<file path="src/rtl/hazard_stall_unit.sv">
// Pipeline hazard/stall controller: memory-wait FSM, branch flush and load-use stall.
// Optional STALL_CNT_EN macro adds a 32-bit saturating stall-cycle counter output.
module hazard_stall_unit #(
   parameter int unsigned MAX_WAIT = 15,
   parameter int unsigned WAIT_W   = 8
) (
   input  logic       clk,
   input  logic       rst,
   input  logic [4:0] Rs1_D,
   input  logic [4:0] Rs2_D,
   input  logic [4:0] RD_E,
   input  logic       MemReadE,
   input  logic       PCSrcE,
   input  logic       MemReqM,
   input  logic       MemReadyM,
   output logic       StallF,
   output logic       StallD,
   output logic       StallE,
   output logic       StallM,
   output logic       FlushD,
   output logic       FlushE,
   output logic       BubbleW,
`ifdef STALL_CNT_EN
   output logic [31:0] stall_cycles,
`endif
   output logic       mem_timeout
);

   localparam logic [0:0] RUN      = 1'b0;
   localparam logic [0:0] MEM_WAIT = 1'b1;

   localparam logic [WAIT_W-1:0] WAIT_LIMIT = WAIT_W'(MAX_WAIT);
   localparam logic [WAIT_W-1:0] WAIT_SAT   = '1;

   logic [0:0]        state, state_nxt;
   logic [WAIT_W-1:0] wait_cnt, wait_nxt;
   logic              mem_stall;
   logic              load_use;
   logic              timeout_set;

   // Next-state, wait counter and pipeline control decode
   always_comb begin
      state_nxt   = state;
      wait_nxt    = wait_cnt;
      mem_stall   = 1'b0;
      load_use    = 1'b0;
      timeout_set = 1'b0;
      StallF      = 1'b0;
      StallD      = 1'b0;
      StallE      = 1'b0;
      StallM      = 1'b0;
      FlushD      = 1'b0;
      FlushE      = 1'b0;
      BubbleW     = 1'b0;

      if (state == RUN) begin
         if (MemReqM && !MemReadyM) begin
            mem_stall = 1'b1;
            state_nxt = MEM_WAIT;
            wait_nxt  = WAIT_W'(1);
         end
      end else begin
         if (!MemReadyM) begin
            mem_stall = 1'b1;
            if (wait_cnt != WAIT_SAT) begin
               wait_nxt = wait_cnt + WAIT_W'(1);
            end
         end else begin
            state_nxt = RUN;
            wait_nxt  = '0;
         end
      end

      load_use    = MemReadE && (RD_E != 5'd0) && ((RD_E == Rs1_D) || (RD_E == Rs2_D));
      timeout_set = mem_stall && (wait_nxt == WAIT_LIMIT);

      // Priority: memory stall, then branch flush (squashes the dependent op), then load-use
      if (!rst) begin
         if (mem_stall) begin
            StallF  = 1'b1;
            StallD  = 1'b1;
            StallE  = 1'b1;
            StallM  = 1'b1;
            BubbleW = 1'b1;
         end else if (PCSrcE) begin
            FlushD = 1'b1;
            FlushE = 1'b1;
         end else if (load_use) begin
            StallF = 1'b1;
            StallD = 1'b1;
            FlushE = 1'b1;
         end
      end
   end

   // State, wait counter and sticky timeout
   always_ff @(posedge clk) begin
      if (rst) begin
         state       <= RUN;
         wait_cnt    <= '0;
         mem_timeout <= 1'b0;
      end else begin
         state    <= state_nxt;
         wait_cnt <= wait_nxt;
         if (timeout_set) begin
            mem_timeout <= 1'b1;
         end
      end
   end

`ifdef STALL_CNT_EN
   // Saturating count of fetch-stall cycles
   always_ff @(posedge clk) begin
      if (rst) begin
         stall_cycles <= '0;
      end else if (StallF && (stall_cycles != 32'hFFFF_FFFF)) begin
         stall_cycles <= stall_cycles + 32'd1;
      end
   end
`endif

endmodule

</file>
<file path="config.mk">
export PLATFORM = sky130hd
export DESIGN_NAME = hazard_stall_unit
export DESIGN_NICKNAME = d
export VERILOG_FILES = /design/src/rtl/hazard_stall_unit.sv
export SDC_FILE = /design/constraint.sdc
export NUM_CORES = 1
export LEC_CHECK = 0
export CORE_MARGIN = 1
export CORE_UTILIZATION = 33
export DETAILED_ROUTE_END_ITERATION = 8
export HOLD_SLACK_MARGIN = 0.1
export MAX_ROUTING_LAYER = met4
export PLACE_DENSITY = 0.65
export SLEW_MARGIN = 20
export SYNTH_ARGS = -nofsm -noshare
export SYNTH_HDL_FRONTEND = slang
export SYNTH_SLANG_ARGS = --single-unit
</file>
<file path="constraint.sdc">
create_clock -name clk -period 1.9 [get_ports clk]
set_clock_uncertainty 0.2 [all_clocks]
set_input_delay 0.285 -clock clk [delete_from_list [all_inputs] [get_ports clk]]
set_output_delay 0.285 -clock clk [all_outputs]
set_load 0.05 [all_outputs]
</file>
==> impl_results.md, run 1 <==
- R2r startpoint: wait_cnt[1]
- Placeable core area: 2230 µm²
- Unrepaired setup endpoints after global routing: true
- Number of synthesized register bits: 10
- Net count reported at finish: 179
- Total Routed Length: 2500 µm
- Peak per-stage delay on the critical path: 0.53 ns
- Cell-by-cell listing of the critical path: buf_6 -> or4_4 -> o21ai_2 -> a21oi_2 -> a21o_4 -> buf_8
- Insertion delay of the later-clocked pin in the worst-skew pair: 0.27 ns
- Cell count after placement: 180
- Layout overhead on the synthesized area: 89.1%
- Standard-cell row count: 17
- Post-route DRC violation count: 0
- Final global-route overflow total: 0
- Crit path from: RD_E[1]
- Type of element launching the critical path: input port
- Final Hold Fails: 0
- Hold Buf Count CTS: 0
- Number of post-CTS setup repair buffers: 0
- Post-synthesis area per instance: 7.92 µm²
- Placed inst area: 1360 µm²
- Required time of the critical path: 1.41 ns
- Number of buffer cells added on primary ports: 28
- YS warnings: 0
- Reg2Reg Depth: 6
- CP delay by family, top: simple AND/OR/NAND/NOR gates
- Crit Path Max Fanout: 2
- Vias per std cell: 5.41
- Via count: 995
- Yosys cell types: 42
- Leak: 0.656 nW
- Count of fill cells added during filler insertion: 176
- Post-route minimum period: 1.96 ns
- Worst slew margin relative to its limit: 0.718
- Period utilization: 1.03
- Detailed Route Iter0 Violations: 26
- Combined global-route utilization of all metal layers: 0.225
- Wire length of the first global-routing pass: 4270 µm
- Final cell count without fillers: 184
- Initial core utilization: 0.355
- Stages on worst setup path: 6
- Post-synth net total: 122
- Share of the core filled with cells in the final layout: 0.671
- Maximum number of pins on one net before global-route repair: 11
- Synthesized instance count: 100
- Tightest Hold Check Type: input port to flop
- Failing checks: setup timing
- Capture point of the critical path: StallF
- Power per unit of standard cell area: 419 nW/µm²
- Final HPWL DP: 1930 µm
- Num ports: 29
- Post-Place Setup Slack: -0.489 ns
- Area of all placed cells without fillers: 1500 µm²
- Total of endpoints with negative setup slack in the final report: 3
- Crit path kind: input port to output pin
- Clock transition time at the flip-flop clock pins of the worst setup and hold paths: 0.07 ns
- Cell area after technology mapping: 792 µm²
- Ratio of cells with drive above 1 in the final layout: 0.462
- Area used by multi-input combinational logic: 653 µm²
- Fin worst setup slack: -0.0574 ns
- Worst hold margin: 0.197 ns
- Number of clock buffers inserted by TritonCTS: 3
- Total die area: 2600 µm²
- Run status: finished, violations left
- Antenna diode instance count: 0
- Worst-Margin Slew: 0.417 ns
- Maximum capacitance violations: 0
- Initial antenna violation count: 0
- WL per Instance: 13.6 µm
- Root buf cell: sky130_fd_sc_hd__clkbuf_4
- CTS tree: done
- H-tree depth reported by CTS: 1
- Fraction of the yosys area taken by sequential cells: 0.253
- Vias in the first global route: 1009
- Register area: 209 µm²
- Data arrival time of the worst path: 1.47 ns
- CTS sink count: 10
- RR Endpoint: mem_timeout
- Reg2Reg Setup Slack: 0.01 ns
- Worst-case vdd ir drop: 0.367 mV
- Slowest cell on the critical path: sky130_fd_sc_hd__or4_4
- Number of routed nets with antenna violations: 0
- Max Slew Vio Count: 0
- GPL Wtd Cong: 0.828
- CP endpoint kind: output pin
- DRT Pass-1 Iters: 4
- Vert. Die Dim: 51.0 µm
- Clock Path Buffers: 2
- Sum of buffers and inverters on the critical path: 2
- Fmax: 511 MHz
- Horiz. Die Dim: 51.0 µm
-- flip-flops by register name (all words and copies together), names as in the netlist --
signal and count:
mem_timeout 1, state 1, wait_cnt 8
-- synthesized netlist by cell type --
cell	count	area [µm²]
sky130_fd_sc_hd__or2_2	1	6.26
sky130_fd_sc_hd__nor3_1	6	30.0
sky130_fd_sc_hd__or4_1	1	7.51
sky130_fd_sc_hd__o311ai_0	1	8.76
sky130_fd_sc_hd__nand2b_1	1	6.26
sky130_fd_sc_hd__o311a_1	1	10.0
sky130_fd_sc_hd__inv_1	3	11.3
sky130_fd_sc_hd__xnor2_1	4	35.0
sky130_fd_sc_hd__ha_1	1	12.5
sky130_fd_sc_hd__o22ai_1	2	12.5
sky130_fd_sc_hd__or2_0	1	6.26
sky130_fd_sc_hd__nand4_2	1	12.5
sky130_fd_sc_hd__nor4bb_1	1	10.0
sky130_fd_sc_hd__o21ai_0	3	15.0
sky130_fd_sc_hd__o21a_1	1	7.51
sky130_fd_sc_hd__and2_1	1	6.26
sky130_fd_sc_hd__o221ai_1	1	8.76
sky130_fd_sc_hd__dfxtp_1	10	200
sky130_fd_sc_hd__buf_6	1	11.3
sky130_fd_sc_hd__clkbuf_1	1	3.75
sky130_fd_sc_hd__nor2b_1	3	18.8
sky130_fd_sc_hd__a31oi_1	2	12.5
sky130_fd_sc_hd__o21bai_1	1	7.51
sky130_fd_sc_hd__nand2_1	2	7.51
sky130_fd_sc_hd__nand3_1	3	15.0
sky130_fd_sc_hd__nor2_1	16	60.1
sky130_fd_sc_hd__a21oi_1	3	15.0
sky130_fd_sc_hd__a211oi_1	2	15.0
sky130_fd_sc_hd__o31ai_1	2	15.0
sky130_fd_sc_hd__o32ai_2	1	16.3
sky130_fd_sc_hd__a21o_1	3	22.5
sky130_fd_sc_hd__a32oi_1	1	8.76
sky130_fd_sc_hd__and2b_2	1	8.76
sky130_fd_sc_hd__nor4_1	1	6.26
sky130_fd_sc_hd__xor2_1	6	52.6
sky130_fd_sc_hd__nand4_1	1	6.26
sky130_fd_sc_hd__and3_1	1	6.26
sky130_fd_sc_hd__nand3_2	1	10.0
sky130_fd_sc_hd__buf_4	4	30.0
sky130_fd_sc_hd__a22oi_1	1	7.51
sky130_fd_sc_hd__a41o_1	2	20.0
sky130_fd_sc_hd__a41oi_1	1	8.76
-- where the power goes --
group	total (W)	internal (W)	switching (W)
Combinational	0.000215	0.000113	0.000102
Clock	0.000197	0.000117	0.0000807
Sequential	0.000216	0.000212	0.00000392
Total	0.000628	0.000441	0.000186
-- layout by cell type, fill, tap and decap left out, types with 3 or more instances in the layout --
cell                              count
sky130_fd_sc_hd__buf_4               30
sky130_fd_sc_hd__nor2_1              15
sky130_fd_sc_hd__dlygate4sd2_1        7
sky130_fd_sc_hd__xor2_1               6
sky130_fd_sc_hd__clkdlybuf4s15_1      5
sky130_fd_sc_hd__dfxtp_1              5
sky130_fd_sc_hd__buf_12               5
sky130_fd_sc_hd__xnor2_1              4
sky130_fd_sc_hd__dfxtp_2              4
sky130_fd_sc_hd__nand3_1              3
sky130_fd_sc_hd__nor3_1               3
sky130_fd_sc_hd__inv_1                3
sky130_fd_sc_hd__clkbuf_4             3
sky130_fd_sc_hd__clkdlybuf4s50_1      3
sky130_fd_sc_hd__buf_6                3
-- worst min-delay path by stage --
stage                      startpoint     endpoint  cells after the start
final                       MemReadyM        state                      2
after global routing        MemReadyM        state                      2
after CTS                   MemReadyM        state                      2
after detailed placement  mem_timeout  mem_timeout                      2
after global placement    mem_timeout  mem_timeout                      2
after floorplan             MemReadyM        state                      1
-- per-layer routing --
| layer | vias to the layer above | global-route usage | part of all wire |
|---|---|---|---|
| met3 | 4 | 0.0714 | 0.054 |
| li1 | 479 | - | - |
| met5 | - | - | 0 |
| met1 | 473 | 0.240 | 0.40 |
| met2 | 39 | 0.401 | 0.53 |
| met4 | 0 | 0.0509 | 0.015 |
-- final cells by class --
class                      count  area share
multi-input combinational     81       0.436
timing repair buffer          58       0.369
sequential                    10       0.140
clock buffer                   4      0.0242
tap                           28      0.0234
inverter                       3     0.00752
-- worst register-to-register path, cell delays in order, from the launching register on --
cell,delay [ns]
sky130_fd_sc_hd__dfxtp_2,0.34
sky130_fd_sc_hd__ha_4,0.17
sky130_fd_sc_hd__and3_1,0.21
sky130_fd_sc_hd__a41oi_2,0.22
sky130_fd_sc_hd__a22oi_1,0.15
sky130_fd_sc_hd__nor4bb_4,0.34
sky130_fd_sc_hd__a41o_1,0.21
-- per-stage QoR --
stage	setup TNS [ns]	power, W
2_1_floorplan	-0.0375	0.000316
3_3_place_gp	-2.98	0.000422
3_5_place_dp	-3.20	0.000425
4_1_cts	-0.239	0.000626
5_1_grt	-0.326	0.000655
6_report	-0.129	0.000628
-- timing repair --
action,4_1_cts,5_1_grt
resized for setup,51,14
pin swaps,12,10
setup endpoints to repair,9,4
-- logic make-up after synthesis --
| group | after synthesis | share of synthesized area |
|---|---|---|
| adders and majority gates | 1 | 0.0158 |
| xor gates and xnor gates | 10 | 0.111 |
| DFF | 10 | 0.253 |
| and+or+nand+nor | 42 | 0.283 |
| AOI/OAI and AO/OA | 28 | 0.267 |
| buffers and inverters | 9 | 0.0711 |
Note: power is estimated with default switching activity, not from simulation.
==> inputs of run 2 (changes only) <==
--- a/config.mk
+++ b/config.mk
@@ -6,11 +6,11 @@
 export NUM_CORES = 1
 export LEC_CHECK = 0
 export CORE_MARGIN = 1
-export CORE_UTILIZATION = 33
+export CORE_UTILIZATION = 39
 export DETAILED_ROUTE_END_ITERATION = 8
 export HOLD_SLACK_MARGIN = 0.1
 export MAX_ROUTING_LAYER = met4
-export PLACE_DENSITY = 0.65
+export PLACE_DENSITY = 0.74
 export SLEW_MARGIN = 20
 export SYNTH_ARGS = -nofsm -noshare
 export SYNTH_HDL_FRONTEND = slang
==> impl_results.md, run 2 (synthesized netlist as in run 1, its figures left out) <==
- Combined global-route utilization of all metal layers: 0.306 (+0.0814)
- Num ports: 29 (unchanged)
- Initial core utilization: 0.435 (+0.0804)
- Initial antenna violation count: 0 (unchanged)
- Fmax: 492 MHz (-3.8%)
- Launch instance of the worst min-delay path: rst
- Top library cells by usage in the layout, fill and taps aside: 26 x sky130_fd_sc_hd__buf_4, 13 x sky130_fd_sc_hd__nor2_1, 8 x sky130_fd_sc_hd__dlygate4sd2_1, 7 x sky130_fd_sc_hd__buf_6
- Total of endpoints with negative setup slack in the final report: 3 (unchanged)
- Post-route minimum period: 2.03 ns (+0.0769 ns)
- Root buf cell: sky130_fd_sc_hd__clkbuf_4
- Total die area: 2220 µm² (-15%)
- Crit path kind: input port to output pin
- Post-route DRC violation count: 0 (unchanged)
- RR Endpoint: wait_cnt[7]
- Number of buffer cells added on primary ports: 28 (unchanged)
- Via count: 1112 (+12%)
- Tightest Hold Check Type: input port to flop
- Period utilization: 1.07 (+0.0405)
- Placeable core area: 1820 µm² (-18%)
- Maximum capacitance violations: 0 (unchanged)
- Number of routed nets with antenna violations: 0 (unchanged)
- Layout overhead on the synthesized area: 95.1%
- Required time of the critical path: 1.41 ns (about the same)
- Vias in the first global route: 1013 (+0.40%)
- Met2 wire length: 1750 µm (+33%)
- Worst slew margin relative to its limit: 0.794 (+0.0764)
- Most frequent standard cell in the layout excluding fill and tap cells: sky130_fd_sc_hd__buf_4
- CTS sink count: 10 (unchanged)
- Clock Path Buffers: 2 (unchanged)
- H-tree depth reported by CTS: 1 (unchanged)
- Number of clock buffers inserted by TritonCTS: 3 (unchanged)
- Failing checks: setup timing
- WL per Instance: 19.2 µm (+41%)
- Run status: finished, violations left
- Hold Crit Endpoint: state
- Max layer used: met4
- Ratio of cells with drive above 1 in the final layout: 0.519 (+0.0577)
- Insertion delay of the later-clocked pin in the worst-skew pair: 0.28 ns (about the same)
- Antenna diode instance count: 0 (unchanged)
- Hold Buf Count CTS: 0 (unchanged)
- Wire length of the first global-routing pass: 4480 µm (+4.8%)
- Fin worst setup slack: -0.134 ns (-0.0769 ns)
- Total Routed Length: 3480 µm (+39%)
- Leak: 0.678 nW (+3.3%)
- Overall power of the completed layout: 0.000669 W (+6.6%)
- Data arrival time of the worst path: 1.55 ns (+0.08 ns)
- Clock transition time at the flip-flop clock pins of the worst setup and hold paths: 0.09 ns (+0.02 ns)
- Reg2Reg Depth: 8 (+2)
- Final HPWL DP: 2090 µm (+8.4%)
- Vert. Die Dim: 47.1 µm (-7.7%)
- Wire length on met1: 1230 µm (+22%)
- Detailed Route Iter0 Violations: 56 (+120%)
- Min-Delay Path Depth: 2 (unchanged)
- Net count reported at finish: 179 (unchanged)
- Max Slew Vio Count: 0 (unchanged)
- Reg2Reg Setup Slack: 0.02 ns (about the same)
- Top register by number of flip-flops: wait_cnt
- Leading registers by flop count: wait_cnt: 8 flops, mem_timeout: 1 flops, state: 1 flops
- Standard-cell row count: 15 (-2)
- Type of element launching the critical path: input port
- CTS tree: done
- Total negative slack for setup checks: -0.392 ns (-0.262 ns)
- DRT Pass-1 Iters: 4 (unchanged)
- Worst hold margin: 0.187 ns (-0.00962 ns)
- Worst-Margin Slew: 0.309 ns (-0.108 ns)
- Crit Path Max Fanout: 2 (unchanged)
- Horiz. Die Dim: 47.1 µm (-7.7%)
- R2r startpoint: wait_cnt[0]
- CP endpoint kind: output pin
- Worst-case vdd ir drop: 0.291 mV (-21%)
- Unrepaired setup endpoints after global routing: true
- Final global-route overflow total: 0 (unchanged)
- Final Hold Fails: 0 (unchanged)
- Maximum number of pins on one net before global-route repair: 10 (-1)
- Max FFs per register: 8 (unchanged)
- Vias per std cell: 6.14 (+14%)
- Met3 Wirelength: 264 µm (+96%)
- Power per unit of standard cell area: 433 nW/µm² (+3.4%)
- GPL Wtd Cong: 0.945 (+14%)
run 2: cell types whose count changed in the layout (fill, tap and decap cells not counted), moves of 2 or more:
| cell | previous run | this run |
|---|---|---|
| sky130_fd_sc_hd__buf_4 | 30 | 26 |
| sky130_fd_sc_hd__clkdlybuf4s15_1 | 5 | 3 |
| sky130_fd_sc_hd__nor2_2 | 0 | 2 |
| sky130_fd_sc_hd__buf_6 | 3 | 7 |
| sky130_fd_sc_hd__buf_2 | 2 | 4 |
| sky130_fd_sc_hd__nor2_1 | 15 | 13 |
run 2: metrics by stage:
step                       util  area [µm²]  std cells  setup WS [ns]
after floorplan               -         831        100        -0.0321
after global placement    0.740        1350        176         -0.431
after detailed placement  0.740        1350        176         -0.540
after CTS                 0.809        1470        180         -0.106
after global routing      0.849        1550        181         -0.174
final                     0.849        1550        181         -0.134
run 2: cell type report:
type                    count  area, µm²
clock buffers               4       36.3
fillers                    94        275
inverters                   3       11.3
multi-input cells          81        703
flip-flops and latches     10        206
well taps                  25       31.3
repair buffers             58        557
run 2: worst max-delay path, stage by stage:
cell	delay, ns
sky130_fd_sc_hd__buf_6	0.10
sky130_fd_sc_hd__or4_4	0.54
sky130_fd_sc_hd__o21ai_4	0.18
sky130_fd_sc_hd__a21oi_2	0.07
sky130_fd_sc_hd__a21o_4	0.23
sky130_fd_sc_hd__buf_8	0.15
run 2: timing repair:
| action | CTS | global route |
|---|---|---|
| resized for setup | 66 | 17 |
| pin swaps | 19 | 8 |
| endpoints found under the setup margin | 8 | 9 |
| setup buffers | 0 | 1 |
run 2: routing by layer:
metal,vias up,track usage
li1,480,-
met1,521,0.327
met2,77,0.567
met3,34,0.0269
met4,0,0.131
met5,-,-
run 2: worst max-delay path by stage:
| stage | end | from | slack, ns |
|---|---|---|---|
| global route | StallF | RD_E[2] | -0.17 |
| global placement | StallD | RD_E[3] | -0.43 |
| finish | StallF | RD_E[2] | -0.13 |
| detailed placement | StallD | RD_E[2] | -0.54 |
| CTS | StallD | RD_E[2] | -0.11 |
| floorplan | StallF | state | -0.03 |
run 2: power by group:
| group | switching (W) | internal, W | leakage (nW) | total [W] |
|---|---|---|---|---|
| registers | 0.00000472 | 0.000213 | 0.0832 | 0.000218 |
| clock network | 0.0000980 | 0.000117 | 0.0210 | 0.000215 |
| logic | 0.000116 | 0.000120 | 0.574 | 0.000237 |
| total | 0.000219 | 0.000450 | 0.678 | 0.000669 |
